===== src/rtl/adc_sample_filter_if.sv =====
// Sample/result bundle between the ADC SPI master side and the audio filter.
// master drives the ADC word, valid level and enable; slave returns the audio result.
interface adc_sample_filter_if;
  logic        en;
  logic [11:0] i_data;
  logic        i_data_valid;
  logic [15:0] o_audio;
  logic        o_valid;
  logic        o_stale;
  logic        o_primed;

  modport master (
    output en, i_data, i_data_valid,
    input  o_audio, o_valid, o_stale, o_primed
  );

  modport slave (
    input  en, i_data, i_data_valid,
    output o_audio, o_valid, o_stale, o_primed
  );
endinterface


===== src/rtl/adc_sample_filter.sv =====
// Edge-detects ADC conversions, boxcar-averages 2^AVG_LOG2 samples and maps the
// mid-scale code to signed 16-bit audio; a watchdog silences a stalled input.
module adc_sample_filter #(
  parameter int AVG_LOG2 = 2,
  parameter int MIDPOINT = 2048,
  parameter int TIMEOUT  = 5400
) (
  input  logic clk,
  input  logic reset,
  adc_sample_filter_if.slave bus
);

  localparam int DEPTH  = 1 << AVG_LOG2;
  localparam int SUM_W  = 12 + AVG_LOG2;
  localparam int PTR_W  = (AVG_LOG2 == 0) ? 1 : AVG_LOG2;
  localparam int FILL_W = AVG_LOG2 + 1;

  localparam logic [PTR_W-1:0]  PTR_LAST  = PTR_W'(DEPTH - 1);
  localparam logic [FILL_W-1:0] FILL_FULL = FILL_W'(DEPTH);
  localparam logic [FILL_W-1:0] FILL_LAST = FILL_W'(DEPTH - 1);
  localparam logic [15:0]       WD_LIMIT  = 16'(TIMEOUT);
  localparam logic [15:0]       WD_LAST   = 16'(TIMEOUT - 1);

  localparam logic signed [16:0] MID_S   = 17'(MIDPOINT);
  localparam logic signed [16:0] SAT_MAX = 17'sd32767;
  localparam logic signed [16:0] SAT_MIN = -17'sd32768;

  logic              prev_valid;
  logic              accept;
  logic              s1_vld;
  logic [11:0]       s1_data;
  logic              s2_vld;

  logic [11:0]       ring [DEPTH];
  logic [PTR_W-1:0]  wr_ptr;
  logic [PTR_W-1:0]  ptr_next;
  logic [SUM_W-1:0]  sum;
  logic [FILL_W-1:0] fill;
  logic              primed;

  logic [15:0]       wd_cnt;
  logic [15:0]       audio;
  logic              valid;
  logic              stale;

  logic [11:0]        avg;
  logic signed [16:0] diff;
  logic signed [16:0] scaled;
  logic [15:0]        sat;

  assign accept = bus.i_data_valid & ~prev_valid & bus.en;

  // prev_valid resets high so a level already present at reset release is not an edge
  always_ff @(posedge clk or posedge reset) begin
    if (reset) begin
      prev_valid <= 1'b1;
      s1_vld     <= 1'b0;
      s1_data    <= '0;
    end else begin
      prev_valid <= bus.i_data_valid;
      s1_vld     <= accept;
      if (accept) begin
        s1_data <= bus.i_data;
      end
    end
  end

  assign ptr_next = (wr_ptr == PTR_LAST) ? '0 : wr_ptr + 1'b1;

  // Stage 1: ring write and running sum (modular add/sub keeps the sum exact)
  always_ff @(posedge clk or posedge reset) begin
    if (reset) begin
      for (int i = 0; i < DEPTH; i++) ring[i] <= '0;
      wr_ptr <= '0;
      sum    <= '0;
      fill   <= '0;
      primed <= 1'b0;
      s2_vld <= 1'b0;
    end else if (!bus.en) begin
      for (int i = 0; i < DEPTH; i++) ring[i] <= '0;
      wr_ptr <= '0;
      sum    <= '0;
      fill   <= '0;
      primed <= 1'b0;
      s2_vld <= 1'b0;
    end else begin
      s2_vld <= s1_vld;
      if (s1_vld) begin
        ring[wr_ptr] <= s1_data;
        wr_ptr       <= ptr_next;
        sum          <= sum + SUM_W'(s1_data) - SUM_W'(ring[wr_ptr]);
        if (fill != FILL_FULL) begin
          fill <= fill + 1'b1;
        end
        if (fill >= FILL_LAST) begin
          primed <= 1'b1;
        end
      end
    end
  end

  assign avg = sum[SUM_W-1:AVG_LOG2];

  always_comb begin
    diff   = $signed({5'd0, avg}) - MID_S;
    scaled = diff <<< 4;
    sat    = scaled[15:0];
    if (scaled > SAT_MAX) begin
      sat = 16'h7fff;
    end else if (scaled < SAT_MIN) begin
      sat = 16'h8000;
    end
  end

  // Stage 2 and watchdog; a result landing on the timeout clock takes precedence
  always_ff @(posedge clk or posedge reset) begin
    if (reset) begin
      wd_cnt <= '0;
      audio  <= '0;
      valid  <= 1'b0;
      stale  <= 1'b0;
    end else if (!bus.en) begin
      wd_cnt <= '0;
      audio  <= '0;
      valid  <= 1'b0;
      stale  <= 1'b0;
    end else begin
      valid <= 1'b0;
      if (accept) begin
        wd_cnt <= '0;
      end else if (wd_cnt != WD_LIMIT) begin
        wd_cnt <= wd_cnt + 16'd1;
        if (wd_cnt == WD_LAST) begin
          stale <= 1'b1;
          audio <= '0;
        end
      end
      if (s2_vld) begin
        stale <= 1'b0;
        if (primed) begin
          audio <= sat;
          valid <= 1'b1;
        end
      end
    end
  end

  assign bus.o_audio  = audio;
  assign bus.o_valid  = valid;
  assign bus.o_stale  = stale;
  assign bus.o_primed = primed;

endmodule


===== src/flat_wrapper.sv =====
// flat-port wrapper written by rule: the top's interface ports become plain ports
module adc_sample_filter_flat 
#(
  parameter int AVG_LOG2 = 2,
  parameter int MIDPOINT = 2048,
  parameter int TIMEOUT  = 5400
)
  (clk, reset, bus_en, bus_i_data, bus_i_data_valid, bus_o_audio, bus_o_valid, bus_o_stale, bus_o_primed);
  adc_sample_filter_if bus_i ();
  input  logic clk;
  input  logic reset;
  input wire logic [$bits(bus_i.en)-1:0] bus_en;
  input wire logic [$bits(bus_i.i_data)-1:0] bus_i_data;
  input wire logic [$bits(bus_i.i_data_valid)-1:0] bus_i_data_valid;
  output wire logic [$bits(bus_i.o_audio)-1:0] bus_o_audio;
  output wire logic [$bits(bus_i.o_valid)-1:0] bus_o_valid;
  output wire logic [$bits(bus_i.o_stale)-1:0] bus_o_stale;
  output wire logic [$bits(bus_i.o_primed)-1:0] bus_o_primed;
  assign bus_i.en = bus_en;
  assign bus_i.i_data = bus_i_data;
  assign bus_i.i_data_valid = bus_i_data_valid;
  assign bus_o_audio = bus_i.o_audio;
  assign bus_o_valid = bus_i.o_valid;
  assign bus_o_stale = bus_i.o_stale;
  assign bus_o_primed = bus_i.o_primed;
  adc_sample_filter #(.AVG_LOG2(AVG_LOG2), .MIDPOINT(MIDPOINT), .TIMEOUT(TIMEOUT)) u_core (.clk(clk), .reset(reset), .bus(bus_i));
endmodule

===== config.mk =====
export PLATFORM = sky130hd
export DESIGN_NAME = adc_sample_filter_flat
export DESIGN_NICKNAME = d
export VERILOG_FILES = /design/src/rtl/adc_sample_filter_if.sv /design/src/rtl/adc_sample_filter.sv /design/src/flat_wrapper.sv
export SDC_FILE = /design/constraint.sdc
export NUM_CORES = 1
export LEC_CHECK = 0
export BUFFER_PORTS_ARGS = -buffer_cell sky130_fd_sc_hd__buf_2
export CAP_MARGIN = 0
export CORE_MARGIN = 5
export CORE_UTILIZATION = 50
export CTS_BUF_LIST = sky130_fd_sc_hd__clkbuf_8
export DETAILED_ROUTE_END_ITERATION = 12
export PLACE_DENSITY = 0.76
export SLEW_MARGIN = 15
export SYNTH_ARGS = -nofsm -noshare
export SYNTH_HDL_FRONTEND = slang
export SYNTH_SLANG_ARGS = --single-unit

===== constraint.sdc =====
create_clock -name clk -period 3.5 [get_ports clk]
set_clock_uncertainty 0.1 [all_clocks]
set_input_delay 0.175 -clock clk [delete_from_list [all_inputs] [get_ports clk]]
set_output_delay 0.175 -clock clk [all_outputs]
set_load 0.01 [all_outputs]

==> results of run 1 <==
-- synthesized netlist by cell type (3+ instances only) --
cell / count / area (µm²)
sky130_fd_sc_hd__nand2_1: 141 / 529
sky130_fd_sc_hd__dfrtp_1: 116 / 2900
sky130_fd_sc_hd__inv_1: 60 / 225
sky130_fd_sc_hd__a21boi_0: 46 / 345
sky130_fd_sc_hd__o21ai_0: 32 / 160
sky130_fd_sc_hd__clkbuf_1: 27 / 101
sky130_fd_sc_hd__nor2_1: 26 / 97.6
sky130_fd_sc_hd__ha_1: 23 / 288
sky130_fd_sc_hd__and2_1: 14 / 87.6
sky130_fd_sc_hd__fa_1: 12 / 240
sky130_fd_sc_hd__mux4_2: 12 / 270
sky130_fd_sc_hd__nor2b_1: 11 / 68.8
sky130_fd_sc_hd__xnor2_1: 11 / 96.3
sky130_fd_sc_hd__xor2_1: 11 / 96.3
sky130_fd_sc_hd__a21oi_1: 10 / 50.1
sky130_fd_sc_hd__nand3_1: 10 / 50.1
sky130_fd_sc_hd__mux2i_1: 9 / 90.1
sky130_fd_sc_hd__a21o_1: 6 / 45.0
sky130_fd_sc_hd__and3_1: 4 / 25.0
sky130_fd_sc_hd__a211oi_1: 3 / 22.5
sky130_fd_sc_hd__a31oi_1: 3 / 18.8
sky130_fd_sc_hd__buf_2: 3 / 15.0
sky130_fd_sc_hd__nand2b_1: 3 / 18.8
sky130_fd_sc_hd__nor3_1: 3 / 15.0
sky130_fd_sc_hd__nor4b_1: 3 / 26.3
sky130_fd_sc_hd__o21bai_1: 3 / 22.5
sky130_fd_sc_hd__or3_1: 3 / 18.8
-- worst min-delay path, stage by stage --
cell                      delay, ps
sky130_fd_sc_hd__buf_2          100
sky130_fd_sc_hd__buf_4          300
sky130_fd_sc_hd__nand2_1        140
sky130_fd_sc_hd__mux2i_1         60
-- layer usage --
| metal | GRT usage (%) | share of wire [%] | vias to the layer above |
|---|---|---|---|
| li1 | - | - | 2184 |
| met1 | 26.1 | 43 | 2314 |
| met2 | 33.2 | 48 | 154 |
| met3 | 5.03 | 6.0 | 44 |
| met4 | 9.28 | 2.8 | 0 |
| met5 | 0 | 0 | - |
-- report_power, final --
part	switching [µW]	internal, µW	leakage [µW]
logic	577	507	0.00147
registers	62.6	1410	0.00160
clock network	561	882	0.000224
total	1200	2800	0.00329
-- flip-flops by register name, indices dropped and copies added (netlist names) --
| signal | count |
|---|---|
| u_core.bus.o_stale | 1 |
| u_core.wd_cnt | 16 |
| u_core.sum | 14 |
| u_core.prev_valid | 1 |
| u_core.s1_data | 12 |
| u_core.wr_ptr | 2 |
| u_core.bus.o_valid | 1 |
| u_core.s2_vld | 1 |
| u_core.bus.o_audio | 16 |
| u_core.bus.o_primed | 1 |
| u_core.ring | 48 |
| u_core.fill | 3 |
| u_core.s1_vld | 1 |
-- repair_timing --
action,in CTS,in global routing
hold endpoints to repair,68,0
hold buffers,14,0
buffers inserted,0,4
setup endpoints to repair,4,5
pin swaps,4,19
resized for setup,7,14
-- cell families after synthesis --
logic type	synth area share [%]
buffers and inverters	5.60
adder cells (fa/ha/maj)	8.57
flip-flops	47.5
AND/OR/NAND/NOR	16.1
multiplexers	6.03
XOR/XNOR	3.13
AO/OA/AOI/OAI	13.0
-- through the flow --
| stage | instance area [µm²] | util, % | setup TNS (ps) |
|---|---|---|---|
| 6_report | 7320 | 60.7 | 0 |
| 5_1_grt | 7320 | 60.7 | -322 |
| 4_1_cts | 7210 | 59.8 | 0 |
| 3_5_place_dp | 6580 | 54.5 | -161 |
| 3_3_place_gp | 6580 | 54.5 | -13.2 |
| 2_1_floorplan | 6180 | - | 0 |
-- area by class of cell --
cell class	instances	area [µm²]
Fill cell	953	4740
Timing Repair Buffer	70	499
Sequential cell	117	2930
Inverter	60	228
Tap cell	168	210
Multi-Input combinational cell	423	2990
Clock buffer	19	262
Clock inverter	13	204
-- worst paths after layout --
path / to / slack (ps)
max: u_core.sum[10] / 50
min: u_core.sum[13] / 280
max reg2reg: u_core.sum[10] / 50
min reg2reg: u_core.bus.o_stale / 370
max in group asynchronous: u_core.wr_ptr[1] / 2230
min in group asynchronous: u_core.bus.o_stale / 300
==> run_summary.xml, run 1 <==
<?xml version="1.0" encoding="UTF-8"?>
<metrics>
  <group name="outcome">
    <metric name="outcome" unit="">completed</metric>
  </group>
  <group name="synth">
    <metric name="postSynth.topFlopCell" unit="">sky130_fd_sc_hd__dfrtp_1</metric>
    <metric name="yosys_warnings" unit="">0</metric>
    <metric name="async_reset_ff_share" unit="%">100</metric>
    <metric name="yosysSeqAreaShare" unit="%">47.5</metric>
    <metric name="mappedNetlistArea" unit="µm²">6160</metric>
    <metric name="synthDistinctLibCells" unit="">47</metric>
    <metric name="number_of_enable_flip_flop_cells_after_synthesis" unit="">0</metric>
    <metric name="synthCells" unit="">631</metric>
    <metric name="postSynthAreaPerCell" unit="µm²">9.77</metric>
    <metric name="synth_fp_nets" unit="">682</metric>
    <metric name="synth.ff_latch_count" unit="">117</metric>
  </group>
  <group name="setup_path">
    <metric name="ff2ff_path_depth" unit="">13</metric>
    <metric name="cp_slowest_stage_delay" unit="ps">500</metric>
    <metric name="worst-path-buf-inv" unit="">2</metric>
    <metric name="worstSetupPathType" unit="">reg -&gt; reg</metric>
    <metric name="worstReg2RegStart" unit="">u_core.wr_ptr[1]</metric>
    <metric name="startpoint_type" unit="">flop</metric>
    <metric name="cp_max_fo" unit="">4</metric>
    <metric name="worstSetupEndpointType" unit="">flop</metric>
    <metric name="crit_arrival" unit="ps">3670</metric>
    <metric name="worst_ep_required_time" unit="ps">3720</metric>
    <metric name="startpoint" unit="">u_core.wr_ptr[1]</metric>
    <metric name="critical_path_depth" unit="">13</metric>
    <metric name="crit_chain" unit="">buf_4 -&gt; mux4_2 -&gt; ha_1 -&gt; inv_1 -&gt; ha_4 -&gt; fa_2 -&gt; a21o_1 -&gt; a21oi_2 -&gt; o21bai_1 -&gt; a2111o_1 -&gt; a31oi_1 -&gt; xor2_1 -&gt; o21ai_1</metric>
    <metric name="slowest_stage" unit="">sky130_fd_sc_hd__mux4_2</metric>
    <metric name="critPathTopFamily" unit="">compound AO/OA/AOI/OAI gates</metric>
  </group>
  <group name="layout">
    <metric name="layout_common_cells" unit="">141 x sky130_fd_sc_hd__nand2_1, 114 x sky130_fd_sc_hd__dfrtp_1, 58 x sky130_fd_sc_hd__inv_1</metric>
    <metric name="post_route_cells_drive_above_1_share" unit="%">17.1</metric>
    <metric name="post_layout_nonfiller_instances" unit="">870</metric>
    <metric name="antenna_cells" unit="">0</metric>
    <metric name="area_delta_synth_final" unit="%">18.8</metric>
    <metric name="number_of_nets_in_the_final_layout" unit="">740</metric>
    <metric name="layout.cells.most_common" unit="">sky130_fd_sc_hd__nand2_1</metric>
  </group>
  <group name="cts">
    <metric name="cts_tree" unit="">yes</metric>
    <metric name="clock-root-buffer" unit="">sky130_fd_sc_hd__clkbuf_8</metric>
    <metric name="clkLatencyLatePin" unit="ps">440</metric>
    <metric name="register_clock_pin_slew_on_the_reported_worst_setup_and_hold_paths" unit="ps">70</metric>
    <metric name="tritoncts_buffers" unit="">17</metric>
    <metric name="maximum_root_to_sink_buffer_count" unit="">2</metric>
    <metric name="cts_sinks" unit="">117</metric>
    <metric name="cts_htree_levels" unit="">4</metric>
  </group>
  <group name="placement">
    <metric name="gp_routability_congestion" unit="">0.873</metric>
    <metric name="detailedPlacementHpwl" unit="mm">9.28</metric>
    <metric name="dpl_cells" unit="">820</metric>
    <metric name="port_buffers" unit="">34</metric>
    <metric name="placement_stage_worst_setup_slack" unit="ps">-78.3</metric>
  </group>
  <group name="die">
    <metric name="fp.dieW" unit="µm">121</metric>
    <metric name="top_level_port_count" unit="">35</metric>
    <metric name="placeableCoreArea" unit="µm²">12100</metric>
    <metric name="std_cell_rows" unit="">40</metric>
    <metric name="initial_utilization" unit="%">51.1</metric>
    <metric name="die_height" unit="µm">121</metric>
    <metric name="die_area" unit="µm²">14600</metric>
  </group>
  <group name="power">
    <metric name="power_density" unit="nW/µm²">546</metric>
    <metric name="fin_total_pwr" unit="µW">4000</metric>
    <metric name="power.static_leakage" unit="µW">0.00329</metric>
    <metric name="ir_drop" unit="µV">296</metric>
  </group>
  <group name="sta">
    <metric name="layout_worst_path_cycle_share" unit="%">98.7</metric>
    <metric name="finalCriticalPeriod" unit="ps">3450</metric>
    <metric name="grt_setup_unrepaired" unit="">true</metric>
    <metric name="timing.final.ws_setup" unit="ps">45.2</metric>
    <metric name="timing.final.setup_violations" unit="">0</metric>
    <metric name="timing_worst_slew_pin_value" unit="ps">1110</metric>
    <metric name="slew_violations" unit="">0</metric>
    <metric name="max-slew-margin-rel" unit="%">25.9</metric>
    <metric name="max_frequency" unit="MHz">289</metric>
    <metric name="final.hold.worst_slack" unit="ps">280</metric>
    <metric name="finalHoldViolCount" unit="">0</metric>
  </group>
  <group name="drt">
    <metric name="dr_total_vias" unit="">4696</metric>
    <metric name="vias_per_cell" unit="">5.40</metric>
    <metric name="detail_route.wirelength" unit="mm">14.2</metric>
    <metric name="antenna_left" unit="">0</metric>
    <metric name="route.detailed.drc" unit="">0</metric>
    <metric name="detail_route.first_pass.iterations" unit="">5</metric>
    <metric name="wl_per_cell" unit="µm">16.3</metric>
    <metric name="dr.first_iter.drc_count" unit="">295</metric>
  </group>
  <group name="min_path">
    <metric name="hold_path_class" unit="">in -&gt; reg</metric>
    <metric name="min-delay-start" unit="">bus_en</metric>
    <metric name="holdPathStages" unit="">4</metric>
  </group>
  <group name="global_route">
    <metric name="grt_start_max_net_pins" unit="">73</metric>
    <metric name="first_global_vias" unit="">4833</metric>
    <metric name="grt_first_pass_wirelength" unit="mm">23.6</metric>
    <metric name="gr-usage-all-layers" unit="%">20.5</metric>
    <metric name="globalRouteOverflowTotal" unit="">0</metric>
    <metric name="grt_antenna_before_repair" unit="">0</metric>
  </group>
  <group name="run">
    <metric name="cap_viol_max_count" unit="">0</metric>
  </group>
</metrics>
Power figures use the tool's default switching activity.
==> run 2, diff against run 1 <==
CTS_BUF_LIST = sky130_fd_sc_hd__clkbuf_2 sky130_fd_sc_hd__clkbuf_4 sky130_fd_sc_hd__clkbuf_8   (was sky130_fd_sc_hd__clkbuf_8)
SETUP_SLACK_MARGIN = 0.4   (was default)
==> run_summary.xml, run 2 (synthesis gave the netlist of run 1 again) <==
<?xml version="1.0" encoding="UTF-8"?>
<metrics>
  <group name="outcome">
    <metric name="outcome" unit="">completed</metric>
  </group>
  <group name="layout">
    <metric name="area_taken_by_multi_input_logic_gates" unit="µm²">3050</metric>
    <metric name="post_route_cells_drive_above_1_share" unit="%">18.4</metric>
    <metric name="largest_register_ffs" unit="">48</metric>
    <metric name="sequential_cell_area" unit="µm²">2930</metric>
    <metric name="fill_cells" unit="">932</metric>
    <metric name="layout_common_cells" unit="">140 x sky130_fd_sc_hd__nand2_1, 115 x sky130_fd_sc_hd__dfrtp_1, 55 x sky130_fd_sc_hd__inv_1</metric>
    <metric name="layout.cells.most_common" unit="">sky130_fd_sc_hd__nand2_1</metric>
    <metric name="area_delta_synth_final" unit="%">18.5</metric>
    <metric name="number_of_nets_in_the_final_layout" unit="">740</metric>
    <metric name="antenna_cells" unit="">0</metric>
    <metric name="post_layout_nonfiller_instances" unit="">870</metric>
    <metric name="regMostFlops" unit="">u_core.ring</metric>
    <metric name="final_cell_utilization_of_the_core" unit="%">60.6</metric>
  </group>
  <group name="sta">
    <metric name="finalHoldViolCount" unit="">0</metric>
    <metric name="slew_violations" unit="">0</metric>
    <metric name="timing_worst_slew_pin_value" unit="ps">1010</metric>
    <metric name="timing.final.setup_violations" unit="">0</metric>
    <metric name="grt_setup_unrepaired" unit="">true</metric>
    <metric name="max-slew-margin-rel" unit="%">32.7</metric>
    <metric name="finalCriticalPeriod" unit="ps">3490</metric>
    <metric name="final.hold.worst_slack" unit="ps">115</metric>
    <metric name="layout_worst_path_cycle_share" unit="%">99.7</metric>
    <metric name="max_frequency" unit="MHz">286</metric>
  </group>
  <group name="drt">
    <metric name="detail_route.wirelength" unit="mm">14.2</metric>
    <metric name="vias_per_cell" unit="">5.32</metric>
    <metric name="route.detailed.drc" unit="">0</metric>
    <metric name="antenna_left" unit="">0</metric>
    <metric name="dr_total_vias" unit="">4630</metric>
    <metric name="wl_per_cell" unit="µm">16.3</metric>
    <metric name="detail_route.first_pass.iterations" unit="">4</metric>
    <metric name="dr.first_iter.drc_count" unit="">471</metric>
  </group>
  <group name="cts">
    <metric name="maximum_root_to_sink_buffer_count" unit="">2</metric>
    <metric name="cts_tree" unit="">yes</metric>
    <metric name="clock-root-buffer" unit="">sky130_fd_sc_hd__clkbuf_8</metric>
    <metric name="clkLatencyLatePin" unit="ps">450</metric>
    <metric name="register_clock_pin_slew_on_the_reported_worst_setup_and_hold_paths" unit="ps">70</metric>
    <metric name="tritoncts_buffers" unit="">17</metric>
    <metric name="cts_sinks" unit="">117</metric>
    <metric name="cts_htree_levels" unit="">4</metric>
  </group>
  <group name="power">
    <metric name="fin_total_pwr" unit="µW">3850</metric>
    <metric name="power_density" unit="nW/µm²">527</metric>
    <metric name="power.static_leakage" unit="µW">0.00326</metric>
    <metric name="ir_drop" unit="µV">293</metric>
  </group>
  <group name="setup_path">
    <metric name="worstReg2RegStart" unit="">u_core.wr_ptr[0]</metric>
    <metric name="cp_max_fo" unit="">5</metric>
    <metric name="startpoint_type" unit="">flop</metric>
    <metric name="worstSetupPathType" unit="">reg -&gt; reg</metric>
    <metric name="crit_arrival" unit="ps">3750</metric>
    <metric name="startpoint" unit="">u_core.wr_ptr[0]</metric>
    <metric name="worstSetupEndpointType" unit="">flop</metric>
    <metric name="worst_ep_required_time" unit="ps">3760</metric>
  </group>
  <group name="placement">
    <metric name="gp_routability_congestion" unit="">0.863</metric>
    <metric name="dpl_cells" unit="">811</metric>
    <metric name="detailedPlacementHpwl" unit="mm">9.68</metric>
    <metric name="port_buffers" unit="">34</metric>
  </group>
  <group name="die">
    <metric name="fp.dieW" unit="µm">121</metric>
    <metric name="initial_utilization" unit="%">51.1</metric>
    <metric name="std_cell_rows" unit="">40</metric>
    <metric name="die_area" unit="µm²">14600</metric>
    <metric name="top_level_port_count" unit="">35</metric>
    <metric name="die_height" unit="µm">121</metric>
    <metric name="placeableCoreArea" unit="µm²">12100</metric>
  </group>
  <group name="global_route">
    <metric name="gr-usage-all-layers" unit="%">21.0</metric>
    <metric name="grt_start_max_net_pins" unit="">72</metric>
    <metric name="grt_first_pass_wirelength" unit="mm">23.8</metric>
    <metric name="grt_antenna_before_repair" unit="">0</metric>
    <metric name="globalRouteOverflowTotal" unit="">0</metric>
    <metric name="first_global_vias" unit="">4873</metric>
  </group>
  <group name="min_path">
    <metric name="hold_path_class" unit="">in -&gt; async</metric>
  </group>
  <group name="run">
    <metric name="cap_viol_max_count" unit="">0</metric>
  </group>
</metrics>
## run 2: cell types whose count changed in the layout (fill, tap and decap cells not counted), sizes merged
| cell | change |
|---|---|
| bufinv | -4 |
| clkinv | +3 |
| clkbuf | +1 |
## run 2: worst max-delay path, cell delays in order (launching register included)
cell,delay (ps)
sky130_fd_sc_hd__dfrtp_1,380
sky130_fd_sc_hd__buf_6,150
sky130_fd_sc_hd__mux4_2,510
sky130_fd_sc_hd__fa_1,510
sky130_fd_sc_hd__inv_2,50
sky130_fd_sc_hd__ha_4,230
sky130_fd_sc_hd__a211oi_2,180
sky130_fd_sc_hd__o21bai_1,120
sky130_fd_sc_hd__a21o_1,210
sky130_fd_sc_hd__a211o_1,300
sky130_fd_sc_hd__a31oi_2,190
sky130_fd_sc_hd__mux2i_1,250
sky130_fd_sc_hd__mux2i_1,230
## run 2: worst paths after layout
kind	end	slack [ps]	cells after the start
min reg2reg	u_core.bus.o_stale	360	1
max	u_core.sum[13]	9	12
max in group asynchronous	u_core.ring[47]	2450	4
min	u_core.wd_cnt[0]	110	3
max reg2reg	u_core.sum[13]	9	12
min in group clk	u_core.ring[42]	140	2
## run 2: metrics by stage
step	setup WS (ps)	cell area, µm²	TNS [ps]
floorplan	190	6280	0
CTS	22.5	7250	0
detailed placement	-8.62	6580	-8.62
global route	-111	7300	-162
global placement	121	6580	0
finish	8.98	7300	0
## run 2: report_power, final
group / switching [µW] / internal, µW
clock network: 558 / 613
registers: 60.5 / 1410
logic: 651 / 558
total: 1270 / 2580
## run 2: layout make-up
cell class,count,share of cell area [%]
Multi-Input combinational cell,423,41.8
Sequential cell,117,40.1
Timing Repair Buffer,70,6.89
Clock buffer,20,3.77
Inverter,60,3.13
Tap cell,168,2.88
Clock inverter,12,1.42
## run 2: routing by layer
layer  vias up  track usage, %  part of all wire (%)
li1       2185               -                     -
met1      2258            25.8                    41
met2       151            34.1                    50
met3        36            5.69                   6.4
met4         0            10.1                   3.1
met5         -               0                     0
## run 2: timing repair
action	4_1_cts	5_1_grt
endpoints found under the hold margin	129	0
buffers inserted	11	2
pin swaps	10	6
gates cloned	0	0
resized for setup	14	6
hold buffers	14	0
setup endpoints to repair	8	9
==> run 3, diff against run 2 <==
CORE_ASPECT_RATIO = 1.1   (was default)
==> run_summary.xml, run 3 (synthesis gave the netlist of run 1 again) <==
<?xml version="1.0" encoding="UTF-8"?>
<metrics>
  <group name="outcome">
    <metric name="outcome" unit="">complete, but fails checks</metric>
    <metric name="failed_checks" unit="">negative setup slack</metric>
  </group>
  <group name="power">
    <metric name="power.static_leakage" unit="µW">0.00329</metric>
    <metric name="ir_drop" unit="µV">286</metric>
    <metric name="power_density" unit="nW/µm²">527</metric>
    <metric name="fin_total_pwr" unit="µW">3860</metric>
  </group>
  <group name="setup_path">
    <metric name="critPathTopFamily" unit="">compound AO/OA/AOI/OAI gates</metric>
    <metric name="crit_arrival" unit="ps">3780</metric>
    <metric name="worst_setup_path_endpoint" unit="">u_core.sum[10]</metric>
    <metric name="startpoint" unit="">u_core.wr_ptr[0]</metric>
    <metric name="worstSetupEndpointType" unit="">flop</metric>
    <metric name="critical_path.reg2reg.endpoint" unit="">u_core.sum[10]</metric>
    <metric name="reg2reg_setup_slack" unit="ps">-60</metric>
    <metric name="ff2ff_path_depth" unit="">14</metric>
    <metric name="crit_chain" unit="">buf_12 -&gt; buf_6 -&gt; mux4_2 -&gt; ha_4 -&gt; inv_2 -&gt; ha_4 -&gt; fa_2 -&gt; a21o_1 -&gt; a21oi_2 -&gt; o21bai_1 -&gt; a2111o_1 -&gt; a31oi_1 -&gt; xor2_1 -&gt; o21ai_1</metric>
    <metric name="worstSetupPathType" unit="">reg -&gt; reg</metric>
    <metric name="cp_max_fo" unit="">8</metric>
    <metric name="worst-path-buf-inv" unit="">3</metric>
    <metric name="startpoint_type" unit="">flop</metric>
    <metric name="critical_path_depth" unit="">14</metric>
    <metric name="worst_ep_required_time" unit="ps">3720</metric>
    <metric name="cp_slowest_stage_delay" unit="ps">460</metric>
    <metric name="slowest_stage" unit="">sky130_fd_sc_hd__a2111o_1</metric>
    <metric name="worstReg2RegStart" unit="">u_core.wr_ptr[0]</metric>
    <metric name="most_common_cell_type_on_the_critical_path" unit="">sky130_fd_sc_hd__ha_4</metric>
  </group>
  <group name="sta">
    <metric name="timing.final.ws_setup" unit="ps">-58.3</metric>
    <metric name="finalCriticalPeriod" unit="ps">3560</metric>
    <metric name="layout_worst_path_cycle_share" unit="%">102</metric>
    <metric name="max-slew-margin-rel" unit="%">31.4</metric>
    <metric name="timing_worst_slew_pin_value" unit="ps">1030</metric>
    <metric name="slew_violations" unit="">0</metric>
    <metric name="final.hold.worst_slack" unit="ps">188</metric>
    <metric name="grt_setup_unrepaired" unit="">true</metric>
    <metric name="max_frequency" unit="MHz">281</metric>
    <metric name="finalHoldViolCount" unit="">0</metric>
    <metric name="timing.final.setup_violations" unit="">1</metric>
  </group>
  <group name="run">
    <metric name="cap_viol_max_count" unit="">0</metric>
  </group>
  <group name="layout">
    <metric name="post_layout_nonfiller_instances" unit="">857</metric>
    <metric name="layout_common_cells" unit="">140 x sky130_fd_sc_hd__nand2_1, 114 x sky130_fd_sc_hd__dfrtp_1, 55 x sky130_fd_sc_hd__inv_1</metric>
    <metric name="fill_cells" unit="">970</metric>
    <metric name="largest_register_ffs" unit="">48</metric>
    <metric name="layout.cells.most_common" unit="">sky130_fd_sc_hd__nand2_1</metric>
    <metric name="number_of_nets_in_the_final_layout" unit="">741</metric>
    <metric name="regMostFlops" unit="">u_core.ring</metric>
    <metric name="area_delta_synth_final" unit="%">19.0</metric>
    <metric name="antenna_cells" unit="">0</metric>
    <metric name="post_route_cells_drive_above_1_share" unit="%">18.9</metric>
  </group>
  <group name="min_path">
    <metric name="hold_path_class" unit="">in -&gt; reg</metric>
  </group>
  <group name="cts">
    <metric name="clock-root-buffer" unit="">sky130_fd_sc_hd__clkbuf_8</metric>
    <metric name="tritoncts_buffers" unit="">17</metric>
    <metric name="maximum_root_to_sink_buffer_count" unit="">2</metric>
    <metric name="cts_htree_levels" unit="">4</metric>
    <metric name="cts_tree" unit="">yes</metric>
    <metric name="cts_sinks" unit="">117</metric>
    <metric name="clkLatencyLatePin" unit="ps">440</metric>
    <metric name="register_clock_pin_slew_on_the_reported_worst_setup_and_hold_paths" unit="ps">70</metric>
  </group>
  <group name="placement">
    <metric name="dpl_cells" unit="">794</metric>
    <metric name="placement_stage_worst_setup_slack" unit="ps">54.9</metric>
    <metric name="gp_routability_congestion" unit="">0.869</metric>
    <metric name="detailedPlacementHpwl" unit="mm">9.42</metric>
    <metric name="port_buffers" unit="">34</metric>
  </group>
  <group name="die">
    <metric name="die_height" unit="µm">126</metric>
    <metric name="top_level_port_count" unit="">35</metric>
    <metric name="placeableCoreArea" unit="µm²">12000</metric>
    <metric name="die_area" unit="µm²">14600</metric>
    <metric name="fp.dieW" unit="µm">116</metric>
    <metric name="std_cell_rows" unit="">42</metric>
    <metric name="initial_utilization" unit="%">51.2</metric>
  </group>
  <group name="global_route">
    <metric name="globalRouteOverflowTotal" unit="">0</metric>
    <metric name="gr-usage-all-layers" unit="%">21.2</metric>
    <metric name="grt_start_max_net_pins" unit="">75</metric>
    <metric name="grt_antenna_before_repair" unit="">0</metric>
    <metric name="grt_first_pass_wirelength" unit="mm">24.4</metric>
    <metric name="first_global_vias" unit="">4955</metric>
  </group>
  <group name="drt">
    <metric name="wl_per_cell" unit="µm">16.5</metric>
    <metric name="detail_route.wirelength" unit="mm">14.1</metric>
    <metric name="antenna_left" unit="">0</metric>
    <metric name="dr.first_iter.drc_count" unit="">483</metric>
    <metric name="dr_total_vias" unit="">4592</metric>
    <metric name="route.detailed.drc" unit="">0</metric>
    <metric name="detail_route.first_pass.iterations" unit="">5</metric>
    <metric name="vias_per_cell" unit="">5.36</metric>
  </group>
</metrics>
## run 3: changes by cell type in the layout (fill, tap and decap cells not counted), sizes merged
cell      delta
clkinvlp     -3
buf          +1
clkbuf       +7
bufinv       -1
inv          -1
clkinv       -2
## run 3: worst reg2reg max path: cells and delay by family (launching register included)
kind                       cells  cell delay [ps]
AOI/OAI and AO/OA              6             1240
adders and majority gates      3              820
DFF                            1              450
muxes                          1              320
buffers and inverters          3              310
xor gates and xnor gates       1              190
## run 3: layout make-up
| type | count | area, µm² | area share, % |
|---|---|---|---|
| clock buffer | 27 | 347 | 4.73 |
| clock inverter | 5 | 25.0 | 0.341 |
| inverter | 60 | 229 | 3.12 |
| multi-input combinational | 423 | 3070 | 41.9 |
| sequential | 117 | 2930 | 40.0 |
| tap | 154 | 193 | 2.63 |
| timing repair buffer | 71 | 536 | 7.31 |
## run 3: metal layers
| layer | GRT usage (%) | vias to the layer above | share of wire, % |
|---|---|---|---|
| met4 | 7.44 | 0 | 2.0 |
| met2 | 35.0 | 111 | 51 |
| met5 | 0 | - | 0 |
| met3 | 4.86 | 26 | 5.2 |
| li1 | - | 2189 | - |
| met1 | 27.3 | 2266 | 42 |
## run 3: per-stage QoR
step           cell area [µm²]  utilization [%]  TNS, ps
2_1_floorplan             6280                -        0
3_3_place_gp              6560             54.5        0
3_5_place_dp              6560             54.5        0
4_1_cts                   7240             60.2        0
5_1_grt                   7330             60.9     -319
6_report                  7330             60.9    -58.3
## run 3: worst min path at each step
stage                     startpoint           endpoint  slack, ps  cells past startpoint
floorplan           bus_i_data_valid  u_core.prev_valid         80                      0
global placement    bus_i_data_valid  u_core.prev_valid        190                      1
detailed placement  bus_i_data_valid  u_core.prev_valid        190                      1
CTS                           bus_en     u_core.ring[5]        150                      2
global route                  bus_en    u_core.ring[45]        200                      2
finish                        bus_en     u_core.ring[8]        190                      2
## run 3: where the power goes
group          switching (µW)  internal, µW  total, µW  leakage [µW]
Combinational             648           597       1240       0.00148
Clock                     520           629       1150      0.000203
Sequential               59.8          1410       1470       0.00160
Total                    1230          2640       3860       0.00329
## run 3: repair_timing
action,4_1_cts,5_1_grt
endpoints found under the hold margin,129,0
hold buffers,14,0
setup endpoints to repair,8,8
pin swaps,6,14
gates cloned,1,0
gates resized for setup,15,7
buffers inserted,10,6
